**src/rtl/slice_l.sv**
```systemverilog
// Configurable logic slice: four fracturable S44 LUT pairs, F7/F8 wide-function muxes,
// a ripple carry chain and eight output flip-flops, all driven by stored configuration.
module slice_l #(
    parameter int S_XX_BASE = 4,
    parameter int NUM_LUTS  = 4,
    parameter int CFG_SIZE  = 2 * 2**S_XX_BASE + 1,
    parameter int MUX_LVLS  = $clog2(NUM_LUTS)
) (
    input  logic                              clk,
    input  logic                              rst_n,
    input  logic                              cen,
    input  logic                              reg_ce,
    input  logic [2*S_XX_BASE*NUM_LUTS-1:0]   luts_in,
    input  logic [MUX_LVLS-1:0]               higher_order_addr,
    input  logic                              Ci,
    input  logic [CFG_SIZE*NUM_LUTS-1:0]      luts_config_in,
    input  logic [MUX_LVLS-1:0]               inter_lut_mux_config,
    input  logic                              config_use_cc,
    input  logic [2*NUM_LUTS-1:0]             regs_config_in,
    output logic                              Co,
    output logic [2*NUM_LUTS-1:0]             out,
    output logic [2*NUM_LUTS-1:0]             sync_out
);

    localparam int TT = 2**S_XX_BASE;

    logic [CFG_SIZE*NUM_LUTS-1:0] lut_cfg_q;
    logic [MUX_LVLS-1:0]          mux_cfg_q;
    logic                         use_cc_q;

    logic [NUM_LUTS-1:0] o0;
    logic [NUM_LUTS-1:0] o1;
    logic                f7a;
    logic                f7b;
    logic                f8;
    logic                carry;

    // o1 always reads table B at address b; o0 borrows table B when fused and b[0] is set.
    function automatic logic [1:0] s44(input logic [CFG_SIZE-1:0]    cfg,
                                       input logic [2*S_XX_BASE-1:0] addr);
        logic [S_XX_BASE-1:0] a;
        logic [S_XX_BASE-1:0] b;
        logic [TT-1:0]        tt_a;
        logic [TT-1:0]        tt_b;
        logic                 lo;
        a    = addr[S_XX_BASE-1:0];
        b    = addr[2*S_XX_BASE-1:S_XX_BASE];
        tt_a = cfg[TT-1:0];
        tt_b = cfg[2*TT-1:TT];
        lo   = (cfg[CFG_SIZE-1] && b[0]) ? tt_b[a] : tt_a[a];
        return {tt_b[b], lo};
    endfunction

    for (genvar k = 0; k < NUM_LUTS; k++) begin : g_s44
        assign {o1[k], o0[k]} = s44(lut_cfg_q[k*CFG_SIZE +: CFG_SIZE],
                                    luts_in[k*2*S_XX_BASE +: 2*S_XX_BASE]);
    end

    assign f7a = higher_order_addr[0] ? o0[1] : o0[0];
    assign f7b = higher_order_addr[0] ? o0[3] : o0[2];
    assign f8  = higher_order_addr[1] ? f7b : f7a;

    // Carry rewrites only even bits, muxes only odd bits, so the two never collide.
    always_comb begin
        out   = '0;
        carry = Ci;
        for (int k = 0; k < NUM_LUTS; k++) begin
            out[2*k]   = o0[k];
            out[2*k+1] = o1[k];
            if (use_cc_q) begin
                out[2*k] = o0[k] ^ carry;
                carry    = o0[k] ? carry : o1[k];
            end
        end
        if (mux_cfg_q[0]) begin
            out[1] = f7a;
            out[5] = f7b;
        end
        if (mux_cfg_q[1]) begin
            out[3] = f8;
        end
        Co = use_cc_q ? carry : 1'b0;
    end

    always_ff @(posedge clk or negedge rst_n) begin
        if (!rst_n) begin
            lut_cfg_q <= '0;
            mux_cfg_q <= '0;
            use_cc_q  <= 1'b0;
        end else if (cen) begin
            lut_cfg_q <= luts_config_in;
            mux_cfg_q <= inter_lut_mux_config;
            use_cc_q  <= config_use_cc;
        end
    end

    always_ff @(posedge clk or negedge rst_n) begin
        if (!rst_n) begin
            sync_out <= '0;
        end else if (cen) begin
            sync_out <= regs_config_in;
        end else if (reg_ce) begin
            sync_out <= out;
        end
    end

endmodule

```
**config.mk**
```make
export PLATFORM = sky130hd
export DESIGN_NAME = slice_l
export DESIGN_NICKNAME = d
export VERILOG_FILES = /design/src/rtl/slice_l.sv
export SDC_FILE = /design/constraint.sdc
export NUM_CORES = 1
export LEC_CHECK = 0
export CAP_MARGIN = 20
export CORE_ASPECT_RATIO = 2
export CORE_MARGIN = 2
export CORE_UTILIZATION = 55
export DETAILED_ROUTE_END_ITERATION = 7
export DONT_BUFFER_PORTS = 1
export PLACE_DENSITY_LB_ADDON = 0.12
export SLEW_MARGIN = 10
export SYNTH_ARGS = -nofsm -noshare
export SYNTH_HDL_FRONTEND = slang
export SYNTH_SLANG_ARGS = --single-unit
```
**constraint.sdc**
```tcl
create_clock -name clk -period 3.4 [get_ports clk]
set_input_delay 0.34 -clock clk [delete_from_list [all_inputs] [get_ports clk]]
set_output_delay 0.34 -clock clk [all_outputs]
set_load 0.01 [all_outputs]
```
==> results.txt <==
Status - finished, violations left
Violated checks - negative hold slack
GR Util met3 - 7.23%
Met2 GRT Util - 40.8%
Via/cell ratio - 6.44
Register bit total from synthesis - 143
Final wirelength - 16100 µm
Leakage power - 3.29 nW
Sequential Power Share - 44.4%
Period utilization - 92.6%
Via Count - 4394
DRC viols - 0
Pwr Density - 566 nW/µm²
Buffers added on ports - 0
Core ar. - 13000 µm²
Achievable Freq - 318 MHz
Commonest non-fill, non-tap cell in the layout - dfrtp_1
Max_cap viols - 0
Gate power share - 12.7%
Max VDD drop - 578 µV
FP Rows - 59
Initial antenna violation count - 2
Syn Nets - 708
Inserted Clock Buffers - 17
Crit. End Element - primary output
CTS tree - done
Net load switching power - 1.05 mW
Gp weighted congestion - 0.865
DR iter-0 viols - 211
RSZ-0062 raised after global routing - false
H-tree depth - 4
Most frequent cells in the layout - 143 x dfrtp_1, 134 x mux2_2, 34 x mux2i_1
Distinct cells, synth - 53
Critical path class - reg -> out
Setup-failing EPs final - 0
I/O pin count - 199
Post-synthesis cell count - 526
Initial Util - 56.2%
Vias in the first global route - 4863
Synth warn - 0
Clk root buf - clkbuf_16
Maximum buffer depth of the clock tree - 2
Fin nets - 697
GR peak layer - met2
First-pass GRT wire length - 26200 µm
Wire per inst - 23.6 µm
Pins Over Slew Limit - 0
Die X - 85.5 µm
Clock skew - 0.0109 ns
Die area - 14300 µm²
Final min period - 3.15 ns
P_int - 3.46 mW
Worst endpoint required time - 3.06 ns
Worst relative slew slack - 58.2%
Worst slew pin tran - 0.622 ns
Setup TNS - 0 ns
ANT nets after route - 0
Async SR Flop Fraction - 100%
EDFF count, synth - 0
Dpl cell area - 7330 µm²
Met1 Use GR - 27.1%
Gr usage total - 23.8%
Post-CTS Setup Bufs - 0
CP Launch Type - flop
Layout Area Growth over Synthesis - 8.99%
DP Wirelength - 12000 µm
Die height - 167 µm
Fin Hold WS - -0.371 ns
Min-Delay Path Class - in -> async
Seq/Total Area, Yosys - 49.0%
Num Clock Sinks - 143
Largest net degree at the start of global routing - 151
Critical Path AT - 2.81 ns
Final Cell Area - 7960 µm²
Ys flop type - dfrtp_1
Worst Path Max Fanout - 10
Final Hold Fails - 143
Avg Cell Area, Syn - 13.9 µm²
Grt ovf - 0
Layout cell share with drive strength beyond 1 - 39.3%
Switching Share - 23.3%
Clk slew on worst S/H paths - 0.06 ns
Mapped cell area - 7300 µm²
Clk_lat worst skew - 0.41 ns
Clk pwr share - 42.9%
First-pass DRT Iterations - 4
## routing by layer
metal | wire length (µm) | part of all wire [%] | vias up
met2 | 8630 | 54 | 170
met1 | 5830 | 36 | 2216
li1 | - | - | 1978
met3 | 1140 | 7.1 | 30
met4 | 501 | 3.1 | 0
met5 | 0 | 0 | -
## state kept, by name, indices dropped and copies added, names as in the netlist
register / cells
lut_cfg_q: 132
sync_out: 8
use_cc_q: 1
mux_cfg_q: 2
## synthesized netlist by cell type, drive strengths merged, types with 3 or more instances
library cell,number,area share (%)
nand2,27,1.5
a21oi,6,0.41
mux2i,34,4.7
nand3,13,0.89
dfrtp,143,49
mux4,36,11
nor2,13,0.67
a211oi,6,0.62
a31o,3,0.36
o21ai,11,0.75
a22oi,10,1.0
buf,12,1.2
and2,4,0.36
mux2,134,21
a31oi,3,0.34
clkbuf,18,1.1
o211ai,5,0.51
nor2b,7,0.60
inv,9,0.46
## worst paths after layout
path	slack (ns)	endpoint	cells after the start	startpoint
worst max-delay path	0.25	Co	7	lut_cfg_q[88]
worst min-delay path	-0.37	lut_cfg_q[79]	0	rst_n
worst max register to register	0.86	sync_out[3]	8	lut_cfg_q[124]
worst min register to register	0.50	lut_cfg_q[76]	1	lut_cfg_q[76]
max in group asynchronous	3.39	lut_cfg_q[25]	0	rst_n
min in group clk	0.06	use_cc_q	2	config_use_cc
## worst max-delay path, stage by stage (launching register included)
cell and delay [ns]:
dfrtp_1 0.39, mux4_2 0.49, o21ai_0 0.19, a21oi_1 0.09, or3_4 0.44, a31o_1 0.23, a311o_1 0.33, a21oi_2 0.23
## cell families after synthesis
group,count (synthesis),synth area share [%]
DFF,143,49.0
buffers and inverters,40,2.81
and+or+nand+nor,74,4.90
AOI/OAI and AO/OA,62,6.30
xor gates and xnor gates,3,0.360
muxes,204,36.6
## final cells by class
| cell class | instances | area [µm²] |
|---|---|---|
| antenna | 3 | 7.51 |
| clock inverter | 13 | 189 |
| inverter | 10 | 37.5 |
| sequential | 143 | 3580 |
| fill | 1016 | 5030 |
| clock buffer | 18 | 429 |
| multi-input combinational | 343 | 3530 |
| tap | 152 | 190 |
## power groups by stage
stage | combinational [mW] | clock, mW | sequential [mW]
finish | 0.572 | 1.93 | 2.00
global route | 0.624 | 2.03 | 2.03
CTS | 0.573 | 1.98 | 2.00
detailed placement | 0.572 | 0 | 2.03
global placement | 0.558 | 0 | 2.02
floorplan | 0.542 | 0 | 1.99
## per-stage QoR
stage          util [%]  worst slack [ns]  cells  power, mW
5_1_grt            61.3            0.0723    682       4.68
4_1_cts            61.1            0.0160    679       4.55
2_1_floorplan         -             0.662    526       2.53
3_3_place_gp       56.4             0.474    648       2.58
3_5_place_dp       56.4             0.463    648       2.60
6_report           61.3             0.251    682       4.51
## timing repair
| action | 4_1_cts | 5_1_grt |
|---|---|---|
| setup endpoints to repair | 0 | 1 |
| endpoints found under the hold margin | 143 | 143 |
| resized for setup | 0 | 2 |
Power figures use the tool's default switching activity.
